## src/rtl/dpi_pkg.sv

```systemverilog
// dpi_pkg: shared constants and FSM state encoding for the DPI stream sequencer.
//   NUM_STREAMS  - number of flow-table entries (stream contexts)
//   SID_W        - width of a stream id (log2 of NUM_STREAMS)
//   KEY_W        - width of the flow key carried on the sop beat
//   DRAIN_CYCLES - cycles spent in DRAIN between the last data beat and eop
//   state_t      - sequencer FSM states
package dpi_pkg;
  localparam int NUM_STREAMS  = 64;
  localparam int SID_W        = 6;
  localparam int KEY_W        = 16;
  localparam int DRAIN_CYCLES = 4;
  localparam int DRAIN_W      = $clog2(DRAIN_CYCLES);
  typedef enum logic [2:0] {IDLE, LOOKUP, LOAD, STREAM, DRAIN, EOP} state_t;
endpackage

```

## src/rtl/dpi_flow_table.sv

```systemverilog
// dpi_flow_table: fully associative flow-key table with round-robin allocation.
//   clk, rst_n - clock, synchronous active-low reset (clears valid bits and pointer)
//   lookup     - high for the single LOOKUP cycle; a miss allocates an entry at the edge
//   key        - flow key being looked up
//   hit        - key matches a valid entry
//   sid        - matching index on hit, allocation pointer on miss
module dpi_flow_table
  import dpi_pkg::*;
(
  input  logic             clk,
  input  logic             rst_n,
  input  logic             lookup,
  input  logic [KEY_W-1:0] key,
  output logic             hit,
  output logic [SID_W-1:0] sid
);
  logic [KEY_W-1:0]       keys [NUM_STREAMS];
  logic [NUM_STREAMS-1:0] valid;
  logic [SID_W-1:0]       ptr;
  logic                   alloc;
  // Entries are only allocated on a miss, so at most one valid entry can match.
  always_comb begin
    hit = 1'b0;
    sid = ptr;
    for (int i = 0; i < NUM_STREAMS; i++)
      if (valid[i] && keys[i] == key) begin
        hit = 1'b1;
        sid = SID_W'(i);
      end
  end
  assign alloc = lookup && !hit;
  always_ff @(posedge clk)
    if (alloc) keys[ptr] <= key;
  // The pointer wraps naturally at NUM_STREAMS; the oldest allocation is evicted.
  always_ff @(posedge clk)
    if (!rst_n) begin
      valid <= '0;
      ptr   <= '0;
    end else if (alloc) begin
      valid[ptr] <= 1'b1;
      ptr        <= ptr + 1'b1;
    end
endmodule

```

## src/rtl/dpi_stream_sequencer.sv

```systemverilog
// dpi_stream_sequencer: maps packets to per-flow stream contexts and feeds bytes to regex matchers.
//   clk, rst_n              - clock, synchronous active-low reset
//   pkt_vld/pkt_rdy         - packet beat handshake; pkt_sop/pkt_eop frame the packet
//   pkt_data, pkt_key       - beat byte; flow key valid on the sop beat
//   cfg_we/cfg_addr/cfg_mask- per-stream matcher enable write
//   cfg_dflt_mask           - enable mask given to newly allocated streams
//   load_state              - 1-cycle pulse: stream_id/new_stream_id/enable valid
//   char_in/char_in_vld     - registered byte stream to the matchers
//   eop                     - 1-cycle end-of-packet pulse after the drain window
//   err_sop                 - sticky: a second sop arrived inside a packet
//   pkt_count/drop_count    - completed packets / orphan beats dropped in IDLE
// Build option: define DPI_SEQ_STATS_EN to compile in the counters; otherwise they read 0.
module dpi_stream_sequencer
  import dpi_pkg::*;
#(
  parameter int NUM_REGEX = 8
) (
  input  logic                 clk,
  input  logic                 rst_n,
  input  logic                 pkt_vld,
  output logic                 pkt_rdy,
  input  logic                 pkt_sop,
  input  logic                 pkt_eop,
  input  logic [7:0]           pkt_data,
  input  logic [KEY_W-1:0]     pkt_key,
  input  logic                 cfg_we,
  input  logic [SID_W-1:0]     cfg_addr,
  input  logic [NUM_REGEX-1:0] cfg_mask,
  input  logic [NUM_REGEX-1:0] cfg_dflt_mask,
  output logic                 load_state,
  output logic [SID_W-1:0]     stream_id,
  output logic                 new_stream_id,
  output logic [NUM_REGEX-1:0] enable,
  output logic [7:0]           char_in,
  output logic                 char_in_vld,
  output logic                 eop,
  output logic                 err_sop,
  output logic [31:0]          pkt_count,
  output logic [31:0]          drop_count
);
  state_t               state;
  logic [KEY_W-1:0]     key_r;
  logic [DRAIN_W-1:0]   drain_cnt;
  logic                 first_beat;
  logic                 hit;
  logic [SID_W-1:0]     sid;
  logic                 lookup;
  logic                 alloc;
  logic                 accept;
  logic [NUM_REGEX-1:0] mask [NUM_STREAMS];

  assign lookup  = state == LOOKUP;
  assign alloc   = lookup && !hit;
  assign accept  = state == STREAM && pkt_vld;
  // The sop beat is held in IDLE so it can be replayed as data once the stream is loaded.
  assign pkt_rdy = state == STREAM || (state == IDLE && !pkt_sop);

  dpi_flow_table u_table (
    .clk    (clk),
    .rst_n  (rst_n),
    .lookup (lookup),
    .key    (key_r),
    .hit    (hit),
    .sid    (sid)
  );

  // Allocation is ordered after the config write so the default mask wins a same-entry collision.
  always_ff @(posedge clk) begin
    if (cfg_we) mask[cfg_addr] <= cfg_mask;
    if (alloc) mask[sid] <= cfg_dflt_mask;
  end

  always_ff @(posedge clk)
    if (accept) char_in <= pkt_data;

  always_ff @(posedge clk)
    if (!rst_n) begin
      state         <= IDLE;
      key_r         <= '0;
      drain_cnt     <= '0;
      first_beat    <= 1'b0;
      stream_id     <= '0;
      new_stream_id <= 1'b0;
      enable        <= '0;
      load_state    <= 1'b0;
      char_in_vld   <= 1'b0;
      eop           <= 1'b0;
      err_sop       <= 1'b0;
    end else begin
      load_state  <= 1'b0;
      eop         <= 1'b0;
      char_in_vld <= accept;
      case (state)
        IDLE:
          if (pkt_vld && pkt_sop) begin
            key_r <= pkt_key;
            state <= LOOKUP;
          end
        LOOKUP: begin
          stream_id     <= sid;
          new_stream_id <= !hit;
          enable        <= hit ? mask[sid] : cfg_dflt_mask;
          load_state    <= 1'b1;
          state         <= LOAD;
        end
        LOAD: begin
          first_beat <= 1'b1;
          state      <= STREAM;
        end
        STREAM:
          if (pkt_vld) begin
            first_beat <= 1'b0;
            // The opening sop beat is legitimate; any later sop inside the packet is an error.
            if (pkt_sop && !first_beat) err_sop <= 1'b1;
            if (pkt_eop) begin
              drain_cnt <= '0;
              state     <= DRAIN;
            end
          end
        DRAIN: begin
          drain_cnt <= drain_cnt + 1'b1;
          if (drain_cnt == DRAIN_W'(DRAIN_CYCLES - 1)) state <= EOP;
        end
        EOP: begin
          eop   <= 1'b1;
          state <= IDLE;
        end
        default: state <= IDLE;
      endcase
    end

`ifdef DPI_SEQ_STATS_EN
  logic drop;
  assign drop = state == IDLE && pkt_vld && !pkt_sop;
  always_ff @(posedge clk)
    if (!rst_n) begin
      pkt_count  <= '0;
      drop_count <= '0;
    end else begin
      if (state == EOP) pkt_count <= pkt_count + 1'b1;
      if (drop) drop_count <= drop_count + 1'b1;
    end
`else
  assign pkt_count  = '0;
  assign drop_count = '0;
`endif
endmodule

```

## config.mk

```make
export PLATFORM = sky130hd
export DESIGN_NAME = dpi_stream_sequencer
export DESIGN_NICKNAME = d
export VERILOG_FILES = /design/src/rtl/dpi_pkg.sv /design/src/rtl/dpi_flow_table.sv /design/src/rtl/dpi_stream_sequencer.sv
export SDC_FILE = /design/constraint.sdc
export NUM_CORES = 2
export LEC_CHECK = 0
export CORE_MARGIN = 2
export CORE_UTILIZATION = 59
export DETAILED_ROUTE_END_ITERATION = 10
export GPL_TIMING_DRIVEN = 0
export PLACE_DENSITY_LB_ADDON = 0.08
export SLEW_MARGIN = 20
export SYNTH_ARGS = -nofsm -noshare
export SYNTH_HDL_FRONTEND = slang
export SYNTH_HIERARCHICAL = 1
export SYNTH_SLANG_ARGS = --single-unit
```

## constraint.sdc

```tcl
create_clock -name clk -period 14.3 [get_ports clk]
set_clock_uncertainty 0.05 [all_clocks]
set_input_delay 2.86 -clock clk [delete_from_list [all_inputs] [get_ports clk]]
set_output_delay 2.86 -clock clk [all_outputs]
set_load 0.005 [all_outputs]
```

; Yosys cells after proc, flatten, opt, wreduce, memory -nomap -nowiden
; Memory sizes are Yosys's and may differ from the RTL's. A register that Yosys moved wholly into a read port is not among the register bits.
; Cells that the tools add are included.
[op_classes]
eq_ne = 74
n_mux = 146
n_bitwise = 1
n_reduce_logical = 83
add_sub_neg = 2
magnitude_cmp = 2
[ops]
columns = operator, count
row1 = $eq A16 B16 Y1, 64
row2 = $mux W6, 64
row3 = $mux W1, 72
row4 = $logic_and A1 B1 Y1, 70
row5 = $or A64 B64 Y64, 1
row6 = $pmux W3 S5, 1
row7 = $mux W3, 4
row8 = $lt A6 B7 Y1 const B, 1
row9 = $add A6 B1 Y6 const B, 1
row10 = $demux W1 S6, 1
row11 = $eq A3 B2 Y1 const B, 2
row12 = $eq A3 B3 Y1 const B, 2
row13 = $ge A6 B1 Y1 const B, 1
row14 = $ne A2 B2 Y1 const B, 3
row15 = $reduce_and A3 Y1, 2
row16 = $logic_not A1 Y1, 4
row17 = $mux W2, 2
row18 = $pmux W2 S2, 1
row19 = $reduce_and A2 Y1, 2
row20 = $reduce_and A4 Y1, 1
row21 = $reduce_bool A2 Y1, 2
row22 = $eq A3 B1 Y1 const B, 1
row23 = $logic_not A3 Y1, 1
row24 = $add A2 B1 Y2 const B, 1
row25 = other kinds (4), 4
[totals]
output_inout_bits = 92
input_bits = 52
ram_bits = 1536
reg_bits = 111
memories = 2
elab_cells = 323
[memory_table]
columns = memory, depth, width, rd, rd_ports_with_merged_regs, wr, line_no
row1 = u_table.keys, 64, 16, 64, 0, 1, dpi_flow_table.sv:17  ; logic [KEY_W-1:0] keys [NUM_STREAMS];
row2 = mask, 64, 8, 1, 1, 2, dpi_stream_sequencer.sv:50  ; logic [NUM_REGEX-1:0] mask [NUM_STREAMS];

; Depth between registers and ports, before layout
; An unclocked memory read counts as a cell.
[depth]
ltp_word = 71
mapped_depth = 23
depth_no_buf = 16

; Hierarchy
; The synthesis kept the hierarchy.
[modules_own_cells]
columns = module, instances, area_per_inst_um2, seq_area_each_um2, cells_each
row1 = dpi_flow_table, 1, 50325.8, 32150.8, 3581
row2 = dpi_stream_sequencer, 1, 29279.3, 16435.8, 2142

; Least setup slack after synthesis
; OpenSTA, ideal clock, no wires.
[synth_path]
path_type = input-to-output
start = in pkt_sop
end = out pkt_rdy
n_path_buf = 0
t_required_ns = 11.390
stages = 3
setup_slack_ns = 8.249
arrival_ns = 3.141
cell_sequence = nor3_1 > a21oi_1 > nor2_1
[synth_via]
elab_chain_cells = 3
[synth_lines]
columns = item, line_no
row1 = start: declaration, dpi_stream_sequencer.sv:22  ; input logic pkt_sop,
row2 = $logic_not A1 Y1, dpi_stream_sequencer.sv:56  ; assign pkt_rdy = state == STREAM || (state == IDLE && !pkt_sop);
row3 = $logic_and A1 B1 Y1, dpi_stream_sequencer.sv:56
row4 = $logic_or A1 B1 Y1, dpi_stream_sequencer.sv:56
row5 = end: declaration, dpi_stream_sequencer.sv:21  ; output logic pkt_rdy,
; Every way passes these cells.

; Final worst setup path
[layout_path]
start = reg key_r[12]
end = reg enable[6] (read register of mask)
[layout_via]
elab_chain_cells = 66
word_cells_on_any_way = 192
classes_between = eq/ne (64) / mux (64) / reduce/logical (64)
[layout_lines]
columns = item, line_no
row1 = start: declaration, dpi_stream_sequencer.sv:42  ; logic [KEY_W-1:0] key_r;
row2 = start signal: assignment, dpi_stream_sequencer.sv:96  ; key_r <= pkt_key;
row3 = $eq A16 B16 Y1, dpi_flow_table.sv:26  ; if (valid[i] && keys[i] == key) begin
row4 = $logic_and A1 B1 Y1, dpi_flow_table.sv:26
row5 = $mux W6 (63 in a row), dpi_flow_table.sv:26
row6 = $mux W6 (*), dpi_flow_table.sv:26
row7 = named net sid[1], dpi_stream_sequencer.sv:46  ; logic [SID_W-1:0] sid;
row8 = end: declaration, dpi_stream_sequencer.sv:33  ; output logic [NUM_REGEX-1:0] enable,
; Mark *: on every way through the listed nets, which the timed path passes. The rest lies on a longest branch.
; A chain may end at the register's enable or synchronous reset.

==> summary.txt <==
Status
  • Status: finished, final reports clean

Final layout
  • Commonest non-fill, non-tap cell in the layout: edfxtp_1
  • Most frequent cells in the layout: edfxtp_1 (1,544), xnor2_1 (581), mux2_2 (504)
  • Fill cells: 9,759
  • Register area: between 40,000 and 50,000 um2
  • Layout cells sized above 1: 20.6%
  • Multi-input combinational cell area: 28,900 um2
  • Final instance area: 89,300 um2
  • Layout Utilization: 66.8%
  • Fin cells: roughly 8,000
  • Layout area overhead: 12.2%
  • Layout net count: 6,117

Logic synthesis
  • Ys Warns: 6
  • Sequential area share after synthesis: 61.0%
  • Post-Synth Simple-Gate Area: about a tenth
  • Area share of fa/ha/maj cells after synthesis: 0.0314%
  • Compound-cell area share of the yosys netlist: under 10%
  • Mux cell area share after synthesis: a little under a tenth
  • Yosys top cell by area: edfxtp_1
  • EDFF count, synth: between 1,500 and 2,000
  • Synthesized instance count: 5,723
  • Ys flop type: edfxtp_1
  • Largest family of logic cells by synthesized area: XOR/XNOR gates
  • Distinct cell type count after synthesis: 99
  • FF+latch count, synth: ~1,700
  • Post-synthesis area per instance: 13.9 um2
  • FFs w/ async S/R, synth: 0%
  • Post-synth top area share: 58.2%
  • Mapped Area: 79,600 um2
  • Synth top area cells: edfxtp_1 (58%), mux2_2 (7.1%), xnor2_1 (6.4%)
  • Post-synthesis xor/xnor area fraction: between 10% and 20%

Setup path
  • WP data required: roughly 15 ns
  • CP max stage delay: 1.10 ns
  • CP bufs+invs: 9
  • Max FO, Critical Path: 27
  • Crit path launch type: flop
  • Setup crit end kind: flop
  • Most common cell on crit path: buf_2
  • Cells along the critical path: buf_12 -> buf_12 -> buf_4 -> buf_6 -> buf_6 -> xor2_1 -> nor4_1 -> nand4b_1 -> nor4b_1 -> o211ai_1 -> a311oi_1 -> or3_1 -> o211a_1 -> o21ai_1 -> a21oi_1 -> buf_2 -> buf_2 -> buf_2 -> clkbuf_2 -> nor2_1 -> o21ai_0 -> nand4b_1 -> o31a_1
  • CP delay by family, top: buffers and inverters
  • Kind of critical path: reg2reg
  • Critical path data arrival time: 10.31 ns
  • Worst path slowest cell: o21ai_0

Timing
  • F_max: between 100 and 150 MHz
  • Setup Viol. Count Final: 0
  • Final Max Tran Viols: 0
  • Unrepaired setup endpoints after global routing: no
  • Period minus WS final: 9.69 ns
  • Slew @ Worst Pin: 1.41 ns
  • Setup TNS: 0 ns
  • Tcrit/Tclk final: just under 70%
  • Slew margin rel.: 6.12%
  • Final hold violations: 0

GRT
  • Initial antenna violation count: 6
  • Pin count of the biggest net entering global routing: 40
  • First-pass GRT wire length: 413 mm
  • All-Layer GR Usage: between 40% and 50%
  • GRT overflow: 0
  • Vias in the first global route: 52,000

Floorplanning
  • Die height: 371 um
  • Die width: roughly 370 um
  • Rows: roughly 130
  • Core Region: 134,000 um2
  • Top Ports: 144
  • Die ar.: ~140,000 um2
  • Initial Util: 59.6%

Pwr
  • Leakage power: 0.0298 uW
  • Comb pwr share: 8.4%
  • P per Cell Area: 121 nW/um2
  • Switch share: 24.1%
  • Sequential Power Share: 49.6%
  • Net Sw Power: 2600 uW
  • Maximum vdd drop: 0.115 mV
  • Int Power: 8170 uW
  • Clock share of power: 42.0%

Placement
  • PortBufs: 59
  • Placed wire-length estimate: around 200 mm
  • DP Area: roughly 84,000 um2
  • GP Congestion: 1.06
  • Placed cells: 7,654

CTS
  • Skew-Pair Late Insertion Delay: 0.84 ns
  • TritonCTS clock tree: built
  • PostCTS Resize Cnt: 0
  • Worst-path clk slew: 0.06 ns
  • H-tree depth: 4
  • CTS buffer count: approximately 170
  • Root buf cell: clkbuf_16
  • Hold buffer count at CTS: 0
  • Clock sinks: between 1,500 and 2,000
  • Post-CTS setup buffers: 0
  • Max clock buf depth: 3

Drt
  • Wire per inst: 38.4 um
  • WL final: 306 mm
  • Pre-Repair DR Iteration Count: 8
  • Remaining routing DRC violations: 0
  • Iteration-0 DRC Markers: around 8,800
  • Via count: 55,600
  • Routed vias/inst: approximately 7
  • Post-DRT Antenna Nets: 0

Hold path
  • Hold Path Class: reg2reg

Job
  • Max-cap viol count: 0
==> layer usage <==
| metal | up-vias | share of wire (%) | track usage [%] |
|---|---|---|---|
| met5 | - | 0.011 | 0 |
| met2 | 4467 | 44 | 67.1 |
| met3 | 1222 | 12 | 10.2 |
| met1 | 27600 | 34 | 54.3 |
| met4 | 6 | 9.6 | 34.0 |
| li1 | 22300 | - | - |
==> worst paths after layout <==
| kind | from | end | slack, ns | cells after the start |
|---|---|---|---|---|
| setup reg to reg | key_r[12] | enable[6] | 4.61 | 23 |
| hold / removal | u_table/valid[2] | u_table/valid[2] | 0.41 | 2 |
| setup / recovery | key_r[12] | enable[6] | 4.61 | 23 |
| hold reg to reg | u_table/valid[2] | u_table/valid[2] | 0.41 | 2 |
==> worst register-to-register path, stage by stage, from the launching register on <==
cell and delay [ns]:
dfxtp_4 0.58, buf_12 0.28, buf_12 0.30, buf_4 0.37, buf_6 0.32, buf_6 0.33, xor2_1 0.18, nor4_1 0.26
nand4b_1 0.13, nor4b_1 0.84, o211ai_1 0.20, a311oi_1 0.55, or3_1 0.34, o211a_1 0.23, o21ai_1 0.08, a21oi_1 0.46
buf_2 0.36, buf_2 0.46, buf_2 0.65, clkbuf_2 0.72, nor2_1 0.12, o21ai_0 1.10, nand4b_1 0.23, o31a_1 0.43
==> through the flow <==
step           power [uW]  setup slack [ns]  hold WS [ns]
2_1_floorplan        5910              8.25         0.373
3_3_place_gp         6280              2.04         0.387
3_5_place_dp         6300              5.05         0.396
4_1_cts             10700              4.98         0.403
5_1_grt             10900              4.94         0.425
6_report            10800              4.61         0.406
==> flip-flops by register name (all words and copies together), names as in the netlist <==
signal         flops
u_table/keys    1024
mask             512
u_table/valid     64
key_r             16
char_in            8
enable             8
stream_id          6
u_table/ptr        6
state              3
drain_cnt          2
char_in_vld        1
eop                1
err_sop            1
first_beat         1
load_state         1
new_stream_id      1
==> cell usage after synthesis, types with 47 or more instances <==
master,n
and4_1,69
buf_6,60
nor4_1,157
buf_2,47
o21ai_1,57
o22ai_1,59
nand4_1,164
and3_1,52
mux2i_1,91
a221oi_1,48
nand4b_1,47
xnor2_1,581
nor3_1,59
dfxtp_1,111
xor2_1,447
clkbuf_1,155
buf_4,126
nand2_1,279
mux2_2,504
a21oi_1,60
edfxtp_1,1544
o21ai_0,103
nand3_1,130
nor2_1,162
==> logic make-up after synthesis <==
| kind of cell | Yosys count |
|---|---|
| DFF | 1655 |
| and+or+nand+nor | 1450 |
| adders and majority gates | 2 |
| other | 1 |
| buffers and inverters | 415 |
| AOI/OAI and AO/OA | 528 |
| muxes | 644 |
| xor gates and xnor gates | 1028 |
==> layout make-up <==
class	count	share of cell area [%]
Sequential cell	1655	54.5
Multi-Input combinational cell	3716	32.4
Clock buffer	235	5.35
Buffer	399	2.82
Tap cell	1768	2.48
Timing Repair Buffer	102	1.47
Clock inverter	86	0.926
Inverter	16	0.0673
Antenna cell	4	0.0112
==> power groups by stage <==
stage	Combinational [uW]	Clock, uW	Sequential (uW)
after floorplan	475	0	5440
after global placement	772	0	5510
after detailed placement	857	0	5440
after CTS	861	4510	5340
after global routing	910	4690	5340
final	903	4520	5340
No activity file was read; power rests on OpenSTA's default activity.
